<file path="config.mk">
export PLATFORM = sky130hd
export DESIGN_NAME = islem_sirali
export DESIGN_NICKNAME = d
export VERILOG_FILES = /design/src/rtl/islem_sirali_pkg.sv /design/src/rtl/islem_sirali_yazmac_dosyasi.sv /design/src/rtl/islem_sirali.sv
export SDC_FILE = /design/constraint.sdc
export NUM_CORES = 1
export LEC_CHECK = 0
export BUFFER_PORTS_ARGS = -buffer_cell sky130_fd_sc_hd__buf_4
export CORE_MARGIN = 1
export CORE_UTILIZATION = 58
export CTS_BUF_LIST = sky130_fd_sc_hd__clkbuf_8 sky130_fd_sc_hd__clkbuf_16
export DETAILED_ROUTE_END_ITERATION = 12
export HOLD_SLACK_MARGIN = 0.12
export PLACE_DENSITY_LB_ADDON = 0.25
export SETUP_SLACK_MARGIN = 0.05
export SYNTH_ARGS = -nofsm -noshare
export SYNTH_HDL_FRONTEND = slang
export SYNTH_HIERARCHICAL = 1
export SYNTH_SLANG_ARGS = --single-unit
</file>
<file path="constraint.sdc">
create_clock -name clk -period 5.6 [get_ports clk]
set_clock_uncertainty 0.05 [all_clocks]
set_input_delay 0.56 -clock clk [delete_from_list [all_inputs] [get_ports clk]]
set_output_delay 0.56 -clock clk [all_outputs]
set_load 0.02 [all_outputs]
</file>
<file path="src/rtl/islem_sirali_pkg.sv">
// Shared constants for the operand sequencer: ALU op codes, FSM state
// encoding and the default data width.
package islem_sirali_pkg;

  localparam int VERI_W_DEF = 8;

  localparam logic [2:0] TOPLA       = 3'b000;
  localparam logic [2:0] CIKAR       = 3'b001;
  localparam logic [2:0] ARTIR       = 3'b010;
  localparam logic [2:0] KARE        = 3'b011;
  localparam logic [2:0] KARSILASTIR = 3'b100;

  localparam logic [1:0] BOSTA = 2'd0;
  localparam logic [1:0] OKU   = 2'd1;
  localparam logic [1:0] YAZ   = 2'd2;

  // Legal ALU op codes are 000..100; 101..111 are flagged as illegal.
  function automatic logic gecerli_islem(input logic [2:0] islem);
    return islem <= KARSILASTIR;
  endfunction

endpackage

</file>
<file path="src/rtl/islem_sirali_yazmac_dosyasi.sv">
// REG_SAYISI x VERI_W register file: one synchronous write port, two read
// ports sampled by the sequencer on accept, and a combinational debug port.
module islem_sirali_yazmac_dosyasi #(
  parameter int VERI_W     = 8,
  parameter int REG_SAYISI = 4,
  parameter int ADR_W      = 2
) (
  input  logic              clk,
  input  logic              rst,
  input  logic              yaz_en_in,
  input  logic [ADR_W-1:0]  yaz_adr_in,
  input  logic [VERI_W-1:0] yaz_veri_in,
  input  logic [ADR_W-1:0]  oku1_adr_in,
  output logic [VERI_W-1:0] oku1_veri_out,
  input  logic [ADR_W-1:0]  oku2_adr_in,
  output logic [VERI_W-1:0] oku2_veri_out,
  input  logic [ADR_W-1:0]  dbg_adr_in,
  output logic [VERI_W-1:0] dbg_veri_out
);

  logic [VERI_W-1:0] yazmac_q [REG_SAYISI];
  logic [VERI_W-1:0] yazmac_d [REG_SAYISI];

  always_comb begin
    yazmac_d = yazmac_q;
    if (yaz_en_in) yazmac_d[yaz_adr_in] = yaz_veri_in;
  end

  always_ff @(posedge clk) begin
    if (rst) begin
      for (int i = 0; i < REG_SAYISI; i++) yazmac_q[i] <= '0;
    end else begin
      yazmac_q <= yazmac_d;
    end
  end

  assign oku1_veri_out = yazmac_q[oku1_adr_in];
  assign oku2_veri_out = yazmac_q[oku2_adr_in];
  assign dbg_veri_out  = yazmac_q[dbg_adr_in];

endmodule

</file>
<file path="src/rtl/islem_sirali.sv">
// Operand sequencer: accepts one instruction per 3 cycles, presents registered
// operands to the ALU, and writes the ALU result back to the destination.
module islem_sirali
  import islem_sirali_pkg::*;
#(
  parameter int VERI_W     = VERI_W_DEF,
  parameter int REG_SAYISI = 4,
  parameter int ADR_W      = 2
) (
  input  logic              clk,
  input  logic              rst,
  input  logic              komut_gecerli_in,
  output logic              komut_hazir_out,
  input  logic [2:0]        komut_islem_in,
  input  logic [ADR_W-1:0]  komut_hedef_in,
  input  logic [ADR_W-1:0]  komut_k1_in,
  input  logic [ADR_W-1:0]  komut_k2_in,
  input  logic              yukle_in,
  input  logic [ADR_W-1:0]  yukle_adr_in,
  input  logic [VERI_W-1:0] yukle_veri_in,
  output logic [2:0]        alu_islem_out,
  output logic [VERI_W-1:0] alu_s1_out,
  output logic [VERI_W-1:0] alu_s2_out,
  input  logic [VERI_W-1:0] alu_s_in,
  output logic              bitti_out,
  output logic              hata_out,
  input  logic [ADR_W-1:0]  okuma_adr_in,
  output logic [VERI_W-1:0] okuma_veri_out
);

  // Handshake: an instruction transfers at a rising edge where
  // komut_gecerli_in && komut_hazir_out; a load strobe in BOSTA wins and
  // holds ready low for that cycle.

  logic [1:0]        durum_q, durum_d;
  logic [2:0]        alu_islem_q, alu_islem_d;
  logic [VERI_W-1:0] alu_s1_q, alu_s1_d;
  logic [VERI_W-1:0] alu_s2_q, alu_s2_d;
  logic [ADR_W-1:0]  hedef_q, hedef_d;
  logic              bitti_q, bitti_d;
  logic              hata_q, hata_d;

  logic              yaz_en;
  logic [ADR_W-1:0]  yaz_adr;
  logic [VERI_W-1:0] yaz_veri;
  logic [VERI_W-1:0] oku1_veri, oku2_veri;

  islem_sirali_yazmac_dosyasi #(
    .VERI_W    (VERI_W),
    .REG_SAYISI(REG_SAYISI),
    .ADR_W     (ADR_W)
  ) u_yazmac (
    .clk          (clk),
    .rst          (rst),
    .yaz_en_in    (yaz_en),
    .yaz_adr_in   (yaz_adr),
    .yaz_veri_in  (yaz_veri),
    .oku1_adr_in  (komut_k1_in),
    .oku1_veri_out(oku1_veri),
    .oku2_adr_in  (komut_k2_in),
    .oku2_veri_out(oku2_veri),
    .dbg_adr_in   (okuma_adr_in),
    .dbg_veri_out (okuma_veri_out)
  );

  assign komut_hazir_out = (durum_q == BOSTA) && !yukle_in;

  always_comb begin
    durum_d     = durum_q;
    alu_islem_d = alu_islem_q;
    alu_s1_d    = alu_s1_q;
    alu_s2_d    = alu_s2_q;
    hedef_d     = hedef_q;
    bitti_d     = 1'b0;
    hata_d      = 1'b0;
    yaz_en      = 1'b0;
    yaz_adr     = yukle_adr_in;
    yaz_veri    = yukle_veri_in;
    case (durum_q)
      BOSTA: begin
        if (yukle_in) begin
          yaz_en = 1'b1;
        end else if (komut_gecerli_in) begin
          alu_islem_d = komut_islem_in;
          alu_s1_d    = oku1_veri;
          alu_s2_d    = oku2_veri;
          hedef_d     = komut_hedef_in;
          durum_d     = OKU;
        end
      end
      OKU: durum_d = YAZ;
      YAZ: begin
        // alu_islem_q still holds the accepted op; it only changes on accept.
        bitti_d = 1'b1;
        if (gecerli_islem(alu_islem_q)) begin
          yaz_en   = 1'b1;
          yaz_adr  = hedef_q;
          yaz_veri = alu_s_in;
        end else begin
          hata_d = 1'b1;
        end
        durum_d = BOSTA;
      end
      default: durum_d = BOSTA;
    endcase
  end

  always_ff @(posedge clk) begin
    if (rst) begin
      durum_q     <= BOSTA;
      alu_islem_q <= '0;
      alu_s1_q    <= '0;
      alu_s2_q    <= '0;
      hedef_q     <= '0;
      bitti_q     <= 1'b0;
      hata_q      <= 1'b0;
    end else begin
      durum_q     <= durum_d;
      alu_islem_q <= alu_islem_d;
      alu_s1_q    <= alu_s1_d;
      alu_s2_q    <= alu_s2_d;
      hedef_q     <= hedef_d;
      bitti_q     <= bitti_d;
      hata_q      <= hata_d;
    end
  end

  assign alu_islem_out = alu_islem_q;
  assign alu_s1_out    = alu_s1_q;
  assign alu_s2_out    = alu_s2_q;
  assign bitti_out     = bitti_q;
  assign hata_out      = hata_q;

endmodule

</file>
Word-level counts from Yosys, hierarchy flattened
Index checks and enable logic that the tools add are counted.
W data, S select, Z words.
{"block": "word_totals", "output_inout_bits": 30, "inputBits": 33, "ff_bits": 57}
{"block": "classes", "n_reduce_logical": 7, "muxes": 24, "order_cmp": 6, "eq_ne": 4, "bitwise": 6}
{"operator": "$mux W8", "n": 9}
{"operator": "$bmux W8 S2", "n": 3}
{"operator": "$bwmux W32", "n": 1}
{"operator": "$demux W8 S2", "n": 1}
{"operator": "$ge A3 B3 Y1 const B", "n": 4}
{"operator": "$not A2 Y3", "n": 4}
{"operator": "$mux W2", "n": 4}
{"operator": "$mux W1", "n": 4}
{"operator": "$ne A2 B2 Y1 const B", "n": 2}
{"operator": "$pmux W2 S2", "n": 1}
{"operator": "$le A3 B3 Y1 const B", "n": 1}
{"operator": "$lt A3 B1 Y1 const B", "n": 1}
{"operator": "$reduce_and A3 Y1", "n": 1}
{"operator": "$eq A2 B1 Y1 const B", "n": 1}
{"operator": "$eq A2 B2 Y1 const B", "n": 1}
{"operator": "$logic_and A1 B1 Y1", "n": 2}
{"operator": "$logic_not A2 Y1", "n": 1}
{"operator": "$not A1 Y1", "n": 2}
{"operator": "$pmux W1 S2", "n": 1}
{"operator": "$reduce_and A2 Y1", "n": 1}
{"operator": "$reduce_or A2 Y1", "n": 1}
{"operator": "$logic_not A1 Y1", "n": 1}

Logic depth before layout (Yosys ltp)
Gate-level depths: netlist of run 1.
{"block": "depth", "ltp_word": 9, "mapped_depth": 7}

Modules after synthesis
The synthesis of run 1 kept the hierarchy.
{"mod": "islem_sirali_yazmac_dosyasi", "instances": 1, "cells_each": 146, "seq_area_each_um2": 640.6, "area_per_inst_um2": 1855.5}
{"mod": "islem_sirali", "instances": 1, "cells_each": 118, "seq_area_each_um2": 500.5, "area_per_inst_um2": 1009.7}

Worst setup path before layout of run 1
No wires, ideal clock.
{"block": "synth_timing", "path_kind": "flip-flop to flip-flop", "from": "register alu_islem_q[2] (netlist: alu_islem_out[2])", "to": "register u_yazmac/yazmac_q[25] (netlist bit)", "arrival_time_ps": 1908, "n_path_buf": 2, "setup_ps": 121, "synth_period_minus_slack_ps": 2079, "path_stages_with_launch": 8, "path_slack_ps": 3521, "required_ps": 5429, "path_cell_list": "dfxtp_1 -> o21ai_0 -> nand2b_1 -> buf_2 -> mux2_2 -> or3b_1 -> buf_6 -> mux2i_1"}
{"block": "synth_between", "elab_chain_len": 9}
{"item": "start, declared", "line": "islem_sirali.sv:36", "source": "logic [2:0] alu_islem_q, alu_islem_d;"}
{"item": "start signal, assigned", "line": "islem_sirali.sv:119", "source": "alu_islem_q <= alu_islem_d;"}
{"item": "$le A3 B3 Y1 (*)", "line": "islem_sirali_pkg.sv:19", "source": "return islem <= KARSILASTIR;"}
{"item": "$mux W2 (*)", "line": "islem_sirali.sv:95", "source": "if (gecerli_islem(alu_islem_q)) begin"}
{"item": "$mux W2 (*)", "line": "islem_sirali.sv:79", "source": "case (durum_q)"}
{"item": "via yaz_adr[1]", "line": "islem_sirali.sv:44", "source": "logic [ADR_W-1:0] yaz_adr;"}
{"item": "$not A2 Y3 (not written as such) (*)", "line": "islem_sirali_yazmac_dosyasi.sv:26", "source": "if (yaz_en_in) yazmac_d[yaz_adr_in] = yaz_veri_in;"}
{"item": "$ge A3 B3 Y1 (not written as such) / $lt A3 B1 Y1 (equally long branches)", "line": "islem_sirali_yazmac_dosyasi.sv:26"}
{"item": "$logic_and A1 B1 Y1 (not written as such)", "line": "islem_sirali_yazmac_dosyasi.sv:26"}
{"item": "$mux W8 (not written as such)", "line": "islem_sirali_yazmac_dosyasi.sv:26"}
{"item": "$demux W8 S2 (*)", "line": "islem_sirali_yazmac_dosyasi.sv:26"}
{"item": "$bwmux W32 (*)", "line": "islem_sirali_yazmac_dosyasi.sv:26"}
{"item": "end signal, assigned", "line": "islem_sirali_yazmac_dosyasi.sv:33", "source": "yazmac_q <= yazmac_d;"}
{"item": "end, declared", "line": "islem_sirali_yazmac_dosyasi.sv:21", "source": "logic [VERI_W-1:0] yazmac_q [REG_SAYISI];"}
Mark *: on every way through the listed nets, which the timed path passes. The rest lies on a longest branch.
A chain may end at the register's enable or synchronous reset.

Final worst setup path of run 1
{"block": "layout_timing", "from": "register durum_q[0]", "to": "register u_yazmac/yazmac_q[28] (netlist bit)"}
{"block": "layout_between", "elab_chain_len": 8}
{"item": "start, declared", "line": "islem_sirali.sv:35", "source": "logic [1:0] durum_q, durum_d;"}
{"item": "start signal, assigned", "line": "islem_sirali.sv:118", "source": "durum_q <= durum_d;"}
{"item": "$eq A2 B2 Y1 (*)", "line": "islem_sirali.sv:79"}
{"item": "$mux W2 (*)", "line": "islem_sirali.sv:79"}
{"item": "via yaz_adr[1]", "line": "islem_sirali.sv:44"}
{"item": "$not A2 Y3 (not written as such) (*)", "line": "islem_sirali_yazmac_dosyasi.sv:26"}
{"item": "$ge A3 B3 Y1 (not written as such) / $lt A3 B1 Y1 (equally long branches)", "line": "islem_sirali_yazmac_dosyasi.sv:26"}
{"item": "$logic_and A1 B1 Y1 (not written as such)", "line": "islem_sirali_yazmac_dosyasi.sv:26"}
{"item": "$mux W8 (not written as such)", "line": "islem_sirali_yazmac_dosyasi.sv:26"}
{"item": "$demux W8 S2 (*)", "line": "islem_sirali_yazmac_dosyasi.sv:26"}
{"item": "$bwmux W32 (*)", "line": "islem_sirali_yazmac_dosyasi.sv:26"}
Marks and branches as above.

==> flow_summary.json, run 1 <==
{
  "run_status": "complete, no violations",
  "cts_num_sinks": 57,
  "route.detailed.vias_per_inst": 5.54,
  "met1_usage": 0.344,
  "timing.critical_path.to_type": "flop",
  "core_sq_um": 4720,
  "arrival_ns": 2.70,
  "postCtsHoldBufs": 0,
  "slew_headroom": 0.502,
  "postSynthRegisterBits": 57,
  "hold_vio_cnt_final": 0,
  "htree_levels": 3,
  "holdCritStartpoint": "alu_s1_out[3]",
  "drt_pre_antenna_iters": 4,
  "insertion_delay_ns": 0.35,
  "cts.reportedPaths.clkPinSlew_ns": 0.07,
  "critical_path.slowest_cell": "or3b_1",
  "fin_setup_tns_ns": 0,
  "global_route_wire_length_before_repair_mm": 9.69,
  "globalRoute.totalOverflow": 0,
  "synthesis.yosys.warnings": 6,
  "dpl_cell_area_sq_um": 3310,
  "critical_path.startpoint_type": "flop",
  "final-setup-viol-count": 0,
  "die_x_microns": 72.3,
  "crit_required_ns": 5.76,
  "cp_max_fanout": 10,
  "avgRoutedWirePerCell_microns": 16.1,
  "timing_worst_setup_path_type": "flop to flop",
  "fin_nets": 350,
  "syn_inst": 264,
  "synthDominantAreaCellType": "dfxtp_1",
  "io_buffers": 62,
  "p_leak_nw": 1.49,
  "reg2reg_to": "u_yazmac/yazmac_q[28]",
  "place.detailed.hpwl_mm": 4.21,
  "asyncSetResetFlopFracSynth": 0,
  "rsz0062_at_grt": "no",
  "crit-reg2reg-launch": "durum_q[0]",
  "die_area_sq_um": 5230,
  "postCtsSetupBuffers": 0,
  "ff2ff_setup_slack_ns": 3.06,
  "most_frequent_cell_on_the_critical_path": "nand2b_1",
  "grtUsageMet3": 0.0486,
  "postRouteAntennaNets": 0,
  "netlist_top_cells_count": "dfxtp_1, nand2_1, nand2b_1, mux2i_1, mux4_2",
  "slowest_delay_ns": 0.59,
  "routabilityCongestion": 0.854,
  "syn_area_per_cell_sq_um": 10.9,
  "period_needed_ns": 2.54,
  "grt_antenna_before_repair": 0,
  "max_slew.worst_pin.slew_ns": 0.745,
  "tritoncts_clock_tree": "built",
  "initial_utilization": 0.607,
  "min-delay-path-class": "flop to flop",
  "global_route.usage.met2": 0.393,
  "syn-cell-area_sq_um": 2870,
  "gr-max-usage-layer": "met2",
  "stdcell_area_sq_um": 3540,
  "boundaryPins": 63,
  "synth_cell_types": 20,
  "insertedDiodeCount": 0,
  "clock_buffer_depth": 2,
  "grt_start_max_net_pins": 66,
  "detailedRoute.firstIterationViolations": 131,
  "syn2layout_area_growth_pct": 23.4,
  "top_achievable_clock_speed_ghz": 0.394,
  "fraction_of_synthesized_cell_area_taken_by_the_top_area_cell_type": 0.398,
  "cp_cell_sequence": "nand2b_1, nand2b_1, mux2_2, or3b_1, mux2i_1",
  "synth_most_common_cell": "dfxtp_1",
  "max_capacitance_violation_count": 0,
  "first_global_vias": 2027,
  "holdWs_ns": 0.406,
  "ir_drop_v": 0.000228,
  "number_of_pins_exceeding_their_max_slew_limit_in_the_final_report": 0,
  "die_height_microns": 72.3,
  "post_synthesis_sequential_area_ratio": 0.398,
  "timing.hold.worst_path_depth": 2,
  "post_synth_edffs": 0,
  "power_density_nw_per_um2": 281,
  "clockRootBuffer": "clkbuf_8",
  "hold-path-endpoint": "alu_s1_out[3]",
  "cts_inserted_buffers": 9,
  "drc": 0,
  "worst_path_dominant_cell_family": "simple AND/OR/NAND/NOR gates",
  "dr_total_vias": 2154,
  "ff2ff_path_depth": 5,
  "netlist_top_cells_area": "dfxtp_1, mux4_2, mux2i_1",
  "synth.net_count": 297,
  "synthFlopType": "dfxtp_1",
  "final_min_period_over_clock_period": 0.453,
  "cts_repair_resize_count": 0,
  "globalRouteTotalUtil": 0.259,
  "final_layout_size_suffix_gt1_frac": 0.357,
  "path_buf_inv": 0,
  "rows": 25,
  "detail_route.wirelength_mm": 6.28
}
[cells in the final DEF (no fill, tap or decap), drive strengths merged]
cell type | Yosys | layout
a21oi | 21 | 21
and3b | 1 | 1
buf | 14 | 63
bufinv | 0 | 2
clkbuf | 7 | 11
clkinv | 0 | 2
clkinvlp | 0 | 1
dfxtp | 57 | 57
mux2 | 10 | 10
mux2i | 33 | 33
mux4 | 24 | 24
nand2 | 42 | 42
nand2b | 42 | 42
nand3 | 1 | 1
nand3b | 2 | 2
nor2 | 3 | 3
nor3 | 2 | 2
nor3b | 1 | 1
nor4b | 1 | 1
o21ai | 1 | 1
or3b | 1 | 1
or4b | 1 | 1
[where the power goes]
group | leakage [nW] | switching [mW] | internal (mW)
clock | 0.115 | 0.170 | 0.273
combinational | 0.917 | 0.0572 | 0.0624
sequential | 0.462 | 0.0109 | 0.419
[flip-flops by register name, indices dropped and copies added, names as in the netlist]
name,cells
alu_s1_out,8
bitti_out,1
u_yazmac/yazmac_q,32
alu_islem_out,3
alu_s2_out,8
hata_out,1
hedef_q,2
durum_q,2
[metal layers]
metal / share of wire / wire, microns / up-vias
li1: - / - / 1040
met3: 0.074 / 462 / 15
met2: 0.47 / 2970 / 85
met5: 0 / 0 / -
met4: 0.024 / 152 / 0
met1: 0.43 / 2700 / 1014
[through the flow]
stage / util / std cells / power (mW) / setup WS [ns]
6_report: 0.749 / 389 / 0.992 / 3.06
5_1_grt: 0.749 / 389 / 1.02 / 2.93
4_1_cts: 0.749 / 389 / 0.993 / 3.09
3_5_place_dp: 0.700 / 373 / 0.557 / 3.11
3_3_place_gp: 0.700 / 373 / 0.556 / 3.19
2_1_floorplan: - / 264 / 0.519 / 3.52
[kinds of logic after synthesis]
kind of cell / synth area share
buffers and inverters: 0.0402
DFF: 0.398
AOI/OAI and AO/OA: 0.0384
muxes: 0.343
and+or+nand+nor: 0.180
[how the worst max path moves through the flow]
stage | slack, ns | endpoint | cells after the start | start
final | 3.06 | u_yazmac/yazmac_q[28] | 5 | durum_q[0]
after global routing | 2.93 | u_yazmac/yazmac_q[28] | 5 | alu_islem_out[0]
after CTS | 3.09 | u_yazmac/yazmac_q[28] | 5 | durum_q[0]
after detailed placement | 3.11 | u_yazmac/yazmac_q[29] | 5 | durum_q[0]
after global placement | 3.19 | u_yazmac/yazmac_q[27] | 5 | durum_q[0]
after floorplan | 3.52 | u_yazmac/yazmac_q[25] | 7 | alu_islem_out[2]
[final cells by class]
| type | instances | area, sq um |
|---|---|---|
| Fill cell | 365 | 1190 |
| Timing Repair Buffer | 63 | 473 |
| Multi-Input combinational cell | 186 | 1610 |
| Sequential cell | 57 | 1140 |
| Clock buffer | 11 | 151 |
| Tap cell | 67 | 83.8 |
| Clock inverter | 5 | 77.6 |
[worst reg2reg max path, stage by stage, from the launching register on]
cell and delay (ns):
dfxtp_1 0.41, nand2b_1 0.17, nand2b_1 0.52, mux2_2 0.45, or3b_1 0.59, mux2i_1 0.20
Power figures use the tool's default switching activity.
==> run 2, diff against run 1 <==
--- a/config.mk
+++ b/config.mk
@@ -7,7 +7,7 @@
 export LEC_CHECK = 0
 export BUFFER_PORTS_ARGS = -buffer_cell sky130_fd_sc_hd__buf_4
 export CORE_MARGIN = 1
-export CORE_UTILIZATION = 58
+export CORE_UTILIZATION = 49
 export CTS_BUF_LIST = sky130_fd_sc_hd__clkbuf_8 sky130_fd_sc_hd__clkbuf_16
 export DETAILED_ROUTE_END_ITERATION = 12
 export HOLD_SLACK_MARGIN = 0.12
==> constraint.sdc (replaced) <==
create_clock -name clk -period 2.3 [get_ports clk]
set_clock_uncertainty 0.05 [all_clocks]
set_input_delay 0.23 -clock clk [delete_from_list [all_inputs] [get_ports clk]]
set_output_delay 0.23 -clock clk [all_outputs]
set_load 0.02 [all_outputs]
==> flow_summary.json, run 2 (synthesis results as in run 1) <==
{
  "run_status": "complete, no violations",
  "insertion_delay_ns": 0.33,
  "crit_required_ns": 2.45,
  "mostFrequentLayoutCell": "buf_4",
  "postRouteAntennaNets": 0,
  "worst_path_dominant_cell_family": "simple AND/OR/NAND/NOR gates",
  "min-delay-path-class": "primary input to flop",
  "rsz0062_at_grt": "no",
  "cts_num_sinks": 57,
  "avgRoutedWirePerCell_microns": 15.9,
  "critical_path.startpoint_type": "flop",
  "cts_inserted_buffers": 9,
  "globalRouteTotalUtil": 0.229,
  "flip_flop_count_of_the_largest_register_all_copies_and_words_added": 32,
  "number_of_pins_exceeding_their_max_slew_limit_in_the_final_report": 0,
  "drc": 0,
  "n_fill_cell": 475,
  "syn2layout_area_growth_pct": 25.0,
  "io_buffers": 62,
  "grt_antenna_before_repair": 0,
  "rows": 27,
  "arrival_ns": 2.30,
  "placed_cells": 381,
  "routabilityCongestion": 0.805,
  "clockRootBuffer": "clkbuf_8",
  "detailedRoute.firstIterationViolations": 141,
  "global_route_wire_length_before_repair_mm": 10.4,
  "die_height_microns": 78.5,
  "fin_setup_tns_ns": 0,
  "globalRoute.totalOverflow": 0,
  "critical_path.slowest_cell": "or3b_1",
  "final-setup-viol-count": 0,
  "max_slew.worst_pin.slew_ns": 0.539,
  "placement.setup.worst_slack_ns": 0.150,
  "final_min_period_over_clock_period": 0.935,
  "htree_levels": 3,
  "final_core_util": 0.642,
  "first_global_vias": 2034,
  "most_frequent_cell_on_the_critical_path": "nand2b_1",
  "top_achievable_clock_speed_ghz": 0.465,
  "max_flop_register": "u_yazmac/yazmac_q",
  "post-route-worst-setup-slack_ns": 0.150,
  "p_leak_nw": 1.51,
  "die_area_sq_um": 6160,
  "slowest_delay_ns": 0.61,
  "boundaryPins": 63,
  "timing.critical_path.to_type": "flop",
  "power_density_nw_per_um2": 633,
  "dr_total_vias": 2151,
  "clock_buffer_depth": 2,
  "die_x_microns": 78.5,
  "hold_vio_cnt_final": 0,
  "path_buf_inv": 0,
  "grt_start_max_net_pins": 66,
  "drt_pre_antenna_iters": 4,
  "final_cells": 402,
  "tritoncts_clock_tree": "built",
  "cts_repair_resize_count": 0,
  "cts.reportedPaths.clkPinSlew_ns": 0.07,
  "initial_utilization": 0.514,
  "insertedDiodeCount": 0,
  "total_power_mw": 2.27,
  "max_capacitance_violation_count": 0,
  "core_sq_um": 5570,
  "ir_drop_v": 0.000332,
  "cp_max_fanout": 8,
  "place.detailed.hpwl_mm": 4.24,
  "final_layout_size_suffix_gt1_frac": 0.358,
  "route.detailed.vias_per_inst": 5.35,
  "cp_cell_sequence": "nand2b_1, nand2b_1, mux2_2, or3b_1, mux2i_1",
  "detail_route.wirelength_mm": 6.38,
  "timing_worst_setup_path_type": "flop to flop",
  "most-common-layout-cells": "buf_4, dfxtp_1, nand2b_1, nand2_1, mux2i_1",
  "fin_nets": 358,
  "postCtsSetupBuffers": 0,
  "slew_headroom": 0.641,
  "period_needed_ns": 2.15
}
## run 2: cell types whose count changed in the layout (fill, tap and decap cells not counted), sizes merged
| cell | before | now |
|---|---|---|
| dlygate4sd3 | 0 | 5 |
| clkinv | 2 | 4 |
| buf | 63 | 66 |
| clkbuf | 11 | 10 |
| bufinv | 2 | 1 |
## run 2: what timing repair did
| action | in CTS | in global routing |
|---|---|---|
| setup endpoints to repair | 0 | 0 |
| endpoints found under the hold margin | 5 | 0 |
| hold buffers | 5 | 0 |
## run 2: worst register-to-register path: stages (launching register included)
cell and delay [ns]:
dfxtp_1 0.41, nand2b_1 0.18, nand2b_1 0.19, mux2_2 0.38
or3b_1 0.61, mux2i_1 0.20
## run 2: where the power goes
group	total, mW	switching (mW)	internal [mW]
combinational	0.299	0.139	0.159
sequential	1.05	0.0268	1.02
clock	0.922	0.400	0.521
total	2.27	0.567	1.70
## run 2: final cells by class
class | instances | area [sq um] | share of cell area
Sequential cell | 57 | 1140 | 0.319
Tap cell | 72 | 90.1 | 0.0252
Clock inverter | 6 | 57.6 | 0.0161
Clock buffer | 10 | 138 | 0.0384
Timing Repair Buffer | 71 | 546 | 0.152
Multi-Input combinational cell | 186 | 1610 | 0.449
## run 2: path summary, 6_finish.rpt
check | to | from | slack [ns] | cells after the start
setup / recovery | u_yazmac/yazmac_q[31] | durum_q[0] | 0.15 | 5
hold / removal | hedef_q[0] | yukle_in | 0.17 | 4
setup reg to reg | u_yazmac/yazmac_q[31] | durum_q[0] | 0.15 | 5
hold reg to reg | hedef_q[1] | hedef_q[1] | 0.40 | 2
## run 2: per-stage QoR
| stage | hold slack [ns] | cell area (sq um) |
|---|---|---|
| 2_1_floorplan | 0.316 | 2870 |
| 3_3_place_gp | 0.394 | 3340 |
| 3_5_place_dp | 0.398 | 3340 |
| 4_1_cts | 0.159 | 3580 |
| 5_1_grt | 0.175 | 3580 |
| 6_report | 0.167 | 3580 |
## run 2: per-layer routing
| metal | track usage | up-vias | part of all wire |
|---|---|---|---|
| li1 | - | 1058 | - |
| met1 | 0.322 | 1014 | 0.46 |
| met2 | 0.343 | 73 | 0.46 |
| met3 | 0.0558 | 6 | 0.061 |
| met4 | 0.0796 | 0 | 0.013 |
| met5 | 0 | - | 0 |
